--- src/rtl/alu_seq_ctrl.sv ---
// Bus-strobe sequencer for one register-to-register ALU instruction, with a
// start/done/abort handshake, unary-op support and illegal-instruction reporting.
module alu_seq_ctrl #(
    parameter int unsigned OPW        = 4,
    parameter int unsigned SELW       = 6,
    parameter int unsigned NUM_REGS   = 6,
    parameter int unsigned ALU_OP_MIN = 9,
    parameter int unsigned WAIT_CYC   = 1
) (
    input  logic                  clk,
    input  logic                  rst,
    input  logic                  start,
    input  logic                  abort,
    input  logic [OPW+2*SELW-1:0] instr,
    output logic [NUM_REGS-1:0]   reg_out_en,
    output logic [NUM_REGS-1:0]   reg_in_en,
    output logic                  pc_inc,
    output logic                  alu_in1,
    output logic                  alu_in2,
    output logic                  alu_out_latch,
    output logic                  alu_out_en,
    output logic                  busy,
    output logic                  done,
    output logic                  err
);

    localparam int unsigned CNTW = (WAIT_CYC > 1) ? $clog2(WAIT_CYC) : 1;
    localparam logic [CNTW-1:0] CNT_LAST = (WAIT_CYC > 0) ? CNTW'(WAIT_CYC - 1) : '0;

    typedef enum logic [3:0] {
        StIdle, StS1Drv, StS1Lat, StGap, StS2Drv, StS2Lat,
        StExec, StWbDrv, StWbLat, StDone, StErr
    } state_e;

    state_e          state_q, state_d;
    logic [SELW-1:0] f1_q, f1_d, f2_q, f2_d;
    logic [CNTW-1:0] cnt_q, cnt_d;

    logic [OPW-1:0]  in_op;
    logic [SELW-1:0] in_f1, in_f2;
    logic            in_illegal;

    logic [NUM_REGS-1:0] rout_d, rin_d;
    logic pc_d, in1_d, in2_d, olat_d, oen_d, busy_d, done_d, err_d;

    // The opcode only matters for the legality check at capture, so it is not held.
    assign {in_op, in_f1, in_f2} = instr;
    assign in_illegal = (32'(in_op) < ALU_OP_MIN) || (32'(in_f1) >= NUM_REGS) ||
                        ((32'(in_f2) >= NUM_REGS) && (in_f2 != '1));

    function automatic logic [NUM_REGS-1:0] sel_dec(input logic [SELW-1:0] sel);
        logic [NUM_REGS-1:0] v;
        v = '0;
        for (int unsigned i = 0; i < NUM_REGS; i++) v[i] = (32'(sel) == i);
        return v;
    endfunction

    always_comb begin
        state_d = state_q;
        f1_d    = f1_q;
        f2_d    = f2_q;
        cnt_d   = cnt_q;
        if (abort && (state_q != StIdle)) begin
            state_d = StIdle;
        end else begin
            case (state_q)
                StIdle: begin
                    if (start && !abort) begin
                        f1_d    = in_f1;
                        f2_d    = in_f2;
                        state_d = in_illegal ? StErr : StS1Drv;
                    end
                end
                StS1Drv: state_d = StS1Lat;
                StS1Lat: begin
                    // All-ones f2 marks a unary op: skip the second operand entirely.
                    if (f2_q == '1) begin
                        state_d = StExec;
                    end else if (WAIT_CYC == 0) begin
                        state_d = StS2Drv;
                    end else begin
                        state_d = StGap;
                        cnt_d   = '0;
                    end
                end
                StGap: begin
                    if (cnt_q == CNT_LAST) state_d = StS2Drv;
                    else cnt_d = cnt_q + 1'b1;
                end
                StS2Drv: state_d = StS2Lat;
                StS2Lat: state_d = StExec;
                StExec:  state_d = StWbDrv;
                StWbDrv: state_d = StWbLat;
                StWbLat: state_d = StDone;
                StDone:  state_d = StIdle;
                StErr:   state_d = StIdle;
                default: state_d = StIdle;
            endcase
        end
    end

    // Outputs are decoded from the next state so they leave the flops with the state.
    always_comb begin
        rout_d = '0;
        rin_d  = '0;
        pc_d   = 1'b0;
        in1_d  = 1'b0;
        in2_d  = 1'b0;
        olat_d = 1'b0;
        oen_d  = 1'b0;
        done_d = 1'b0;
        err_d  = 1'b0;
        busy_d = (state_d != StIdle);
        case (state_d)
            StS1Drv: begin
                pc_d   = 1'b1;
                rout_d = sel_dec(f1_d);
            end
            StS1Lat: begin
                rout_d = sel_dec(f1_d);
                in1_d  = 1'b1;
            end
            StS2Drv: rout_d = sel_dec(f2_d);
            StS2Lat: begin
                rout_d = sel_dec(f2_d);
                in2_d  = 1'b1;
            end
            StExec:  olat_d = 1'b1;
            StWbDrv: oen_d = 1'b1;
            StWbLat: begin
                oen_d = 1'b1;
                rin_d = sel_dec(f1_d);
            end
            StDone:  done_d = 1'b1;
            StErr: begin
                done_d = 1'b1;
                err_d  = 1'b1;
            end
            default: ;
        endcase
    end

    always_ff @(posedge clk or negedge rst) begin
        if (!rst) begin
            state_q       <= StIdle;
            f1_q          <= '0;
            f2_q          <= '0;
            cnt_q         <= '0;
            reg_out_en    <= '0;
            reg_in_en     <= '0;
            pc_inc        <= 1'b0;
            alu_in1       <= 1'b0;
            alu_in2       <= 1'b0;
            alu_out_latch <= 1'b0;
            alu_out_en    <= 1'b0;
            busy          <= 1'b0;
            done          <= 1'b0;
            err           <= 1'b0;
        end else begin
            state_q       <= state_d;
            f1_q          <= f1_d;
            f2_q          <= f2_d;
            cnt_q         <= cnt_d;
            reg_out_en    <= rout_d;
            reg_in_en     <= rin_d;
            pc_inc        <= pc_d;
            alu_in1       <= in1_d;
            alu_in2       <= in2_d;
            alu_out_latch <= olat_d;
            alu_out_en    <= oen_d;
            busy          <= busy_d;
            done          <= done_d;
            err           <= err_d;
        end
    end

endmodule

--- config.mk ---
export PLATFORM = sky130hd
export DESIGN_NAME = alu_seq_ctrl
export DESIGN_NICKNAME = d
export VERILOG_FILES = /design/src/rtl/alu_seq_ctrl.sv
export SDC_FILE = /design/constraint.sdc
export NUM_CORES = 1
export LEC_CHECK = 0
export ABC_CLOCK_PERIOD_IN_PS = 4400
export BUFFER_PORTS_ARGS = -buffer_cell sky130_fd_sc_hd__buf_2
export CAP_MARGIN = 10
export CELL_PAD_IN_SITES_DETAIL_PLACEMENT = 1
export CELL_PAD_IN_SITES_GLOBAL_PLACEMENT = 2
export CORE_ASPECT_RATIO = 0.6
export CORE_MARGIN = 1
export CORE_UTILIZATION = 36
export DETAILED_ROUTE_END_ITERATION = 10
export PLACE_DENSITY_LB_ADDON = 0.15
export SLEW_MARGIN = 20
export SYNTH_ARGS = -nofsm -noshare
export SYNTH_HDL_FRONTEND = slang
export SYNTH_SLANG_ARGS = --single-unit
--- constraint.sdc ---
create_clock -name clk -period 4.4 [get_ports clk]
set_clock_uncertainty 0.1 [all_clocks]
set_input_delay 0.88 -clock clk [delete_from_list [all_inputs] [get_ports clk]]
set_output_delay 0.88 -clock clk [all_outputs]
set_load 0.01 [all_outputs]
==> results.ini <==
[run_status]
outcome = complete, no violations

[synth]
synth_top_area_share_pct = 53.2
synth_most_common_cell = dfrtp_1
synth_commonest_cells = dfrtp_1 (36), nor3_1 (12), mux2_2 (10)
syn_inst = 147
ys_types = 39
synth_edf_count = 0
ys_warn_count = 0
syn_avg_cell_area_um2 = 11.5
ys_ff_latch = 36
syn-cell-area_mm2 = 0.00169
synth_area_leader_cell = dfrtp_1
syn-num-nets = 167
synthArstFlopShare_pct = 100
seq_area_frac_synth_pct = 53.2
synth_area_leaders = dfrtp_1 (53%), mux2_2 (6.6%), nor3_1 (3.5%)
ys.flop_type = dfrtp_1

[die]
rows = 18
die_h_um = 55.1
initial_core_util_pct = 39.4
core_mm2 = 0.00430
die_width_um = 90.6
ioPinCount = 40
dieArea_mm2 = 0.00499

[layout]
diodes = 0
finalInstanceArea_mm2 = 0.00202
nets = 207
seqCellArea_um2 = 901
drive_above_1_share_pct = 36.9
area_growth_pct = 19.1
fillCellCount = 490
multiInputGateArea_um2 = 728
stdcell_count = 247

[sta]
fmax_mhz = 408
worst_pin_slew_ns = 0.799
slew_violations = 0
final.setup.tns_ns = 0
period_needed_ns = 2.45
rsz0062_at_grt = false
slew_headroom_pct = 46.7
setup_viol = 0
hold_violations = 0
period_share_pct = 55.7
fin_ws_ns = 1.95

[clock_tree]
clockRootBuffer = clkbuf_8
clock_sinks = 36
clk_pin_slew_worst_paths_ns = 0.07
clk-insertion-delay-late_ns = 0.28
cts-resized-gates = 0
post-cts-setup-buffers = 0
cts_hold_buf = 0
cts_max_path_buffers = 2
cts.htree.levels = 2
cts_buffers = 5
cts_tree = built

[routing]
wirelength_mm = 4.14
via_count = 1292
drtIter0Drc = 37
avgViaCountPerCell = 5.23
drc_errors = 0
dr.pass1.iters = 4
wl_per_cell_um = 16.8
ant_nets = 0

[placed_design]
gp_congestion = 0.737
hpwl_mm = 3.24
place_inst = 240
port_buffers = 39
dpl_cell_area_mm2 = 0.00192
pre_cts_ws_ns = 1.69

[grt]
grt_pass1_wl_mm = 6.84
grt.overflow.total = 0
antenna_found_initial = 0
grt_use_total_pct = 18.8
grt_max_degree = 37
grt_pass1_vias = 1296

[setup_path]
rr_startpoint = state_q[3]
reg2regPathDepth = 6
end_kind = flip-flop
crit_arrival_ns = 2.50
reg2reg_to = reg_out_en[3]
ff2ff_setup_slack_ns = 2.13
start_kind = input port
critical_path_class = in -> reg
cp_max_fo = 25
cp_data_required_time_ns = 4.45

[flow_run]
cap_violations = 0

[hold_path]
hold-path-endpoint = f1_q[5]
worstHoldStart = f1_q[5]
min_path_type = reg -> reg
whs_path_depth = 1

[power]
p_per_area_mw_per_mm2 = 547
ir_drop_mv = 0.276
leakage_nw = 0.994

==> state kept, by name, indices dropped and copies added, names as in the netlist, 4 cells and up <==
signal,flops
state_q,4
f2_q,6
reg_in_en,6
reg_out_en,6
f1_q,6
==> layout make-up <==
cell class / count / area share [%]
Sequential cell: 36 / 44.6
Multi-Input combinational cell: 99 / 36.1
Timing Repair Buffer: 39 / 9.67
Clock buffer: 7 / 4.77
Tap cell: 60 / 3.72
Inverter: 6 / 1.12
==> power by group <==
| part | leakage [nW] | total, mW | internal [mW] | switching [mW] |
|---|---|---|---|---|
| sequential | 0.471 | 0.510 | 0.413 | 0.0968 |
| combinational | 0.472 | 0.347 | 0.149 | 0.198 |
| clock | 0.0503 | 0.247 | 0.139 | 0.108 |
==> stage by stage <==
stage | total power, mW | util (%) | hold slack [ns]
after floorplan | 0.757 | - | 0.404
after global placement | 0.843 | 44.7 | 0.424
after detailed placement | 0.863 | 44.7 | 0.445
after CTS | 1.11 | 46.9 | 0.460
after global routing | 1.18 | 46.9 | 0.481
final | 1.10 | 46.9 | 0.457
==> worst max-delay path by stage <==
| stage | end | startpoint | cells after the start | slack (ns) |
|---|---|---|---|---|
| floorplan | busy | instr[5] | 5 | 2.17 |
| global placement | reg_out_en[3] | abort | 7 | 1.75 |
| detailed placement | reg_out_en[3] | abort | 7 | 1.69 |
| CTS | reg_out_en[3] | abort | 7 | 1.97 |
| global route | reg_out_en[3] | abort | 7 | 1.79 |
| finish | reg_out_en[3] | abort | 7 | 1.95 |
==> metal layers <==
metal  part of all wire [%]  up-vias  wire length [µm]  global-route usage (%)
met5                      0        -                 0                       0
met4                   0.56        0                23                    5.38
met3                    4.5        4               185                    4.64
met2                     42       34              1730                    28.8
met1                     53      640              2200                    26.6
li1                       -      614                 -                       -
==> worst max-delay path, cell delays in order <==
cell	delay, ns
buf_2	0.14
nor2_4	0.16
nand4b_4	0.42
mux2i_1	0.47
inv_1	0.17
nand3_1	0.14
o32ai_1	0.10
==> cell families (layout without fill, tap and decap cells) <==
family                 count (synthesis)  in the layout  share of synthesized area (%)
AO/OA/AOI/OAI                         25             25                           10.7
buffers and inverters                 12             52                           3.84
multiplexers                          16             16                           10.9
AND/OR/NAND/NOR                       57             57                           20.8
flip-flops                            36             36                           53.2
XOR/XNOR                               1              1                          0.517
==> layout by cell type, fill, tap and decap left out, types with 2 or more instances in the layout <==
cell type,instances
inv_1,5
nand3_1,7
nor2b_1,2
a21oi_1,6
clkbuf_8,7
o21ai_0,5
nor2_1,5
nand2_1,9
nor3_1,12
mux2i_1,5
dfrtp_1,36
o32ai_1,5
nand2b_1,2
buf_2,39
mux2_2,10
nor4_1,2
or3_1,3
and3_1,3
nor2_4,2
nand4_1,2
a31oi_1,2
Note: power is estimated with default switching activity, not from simulation.
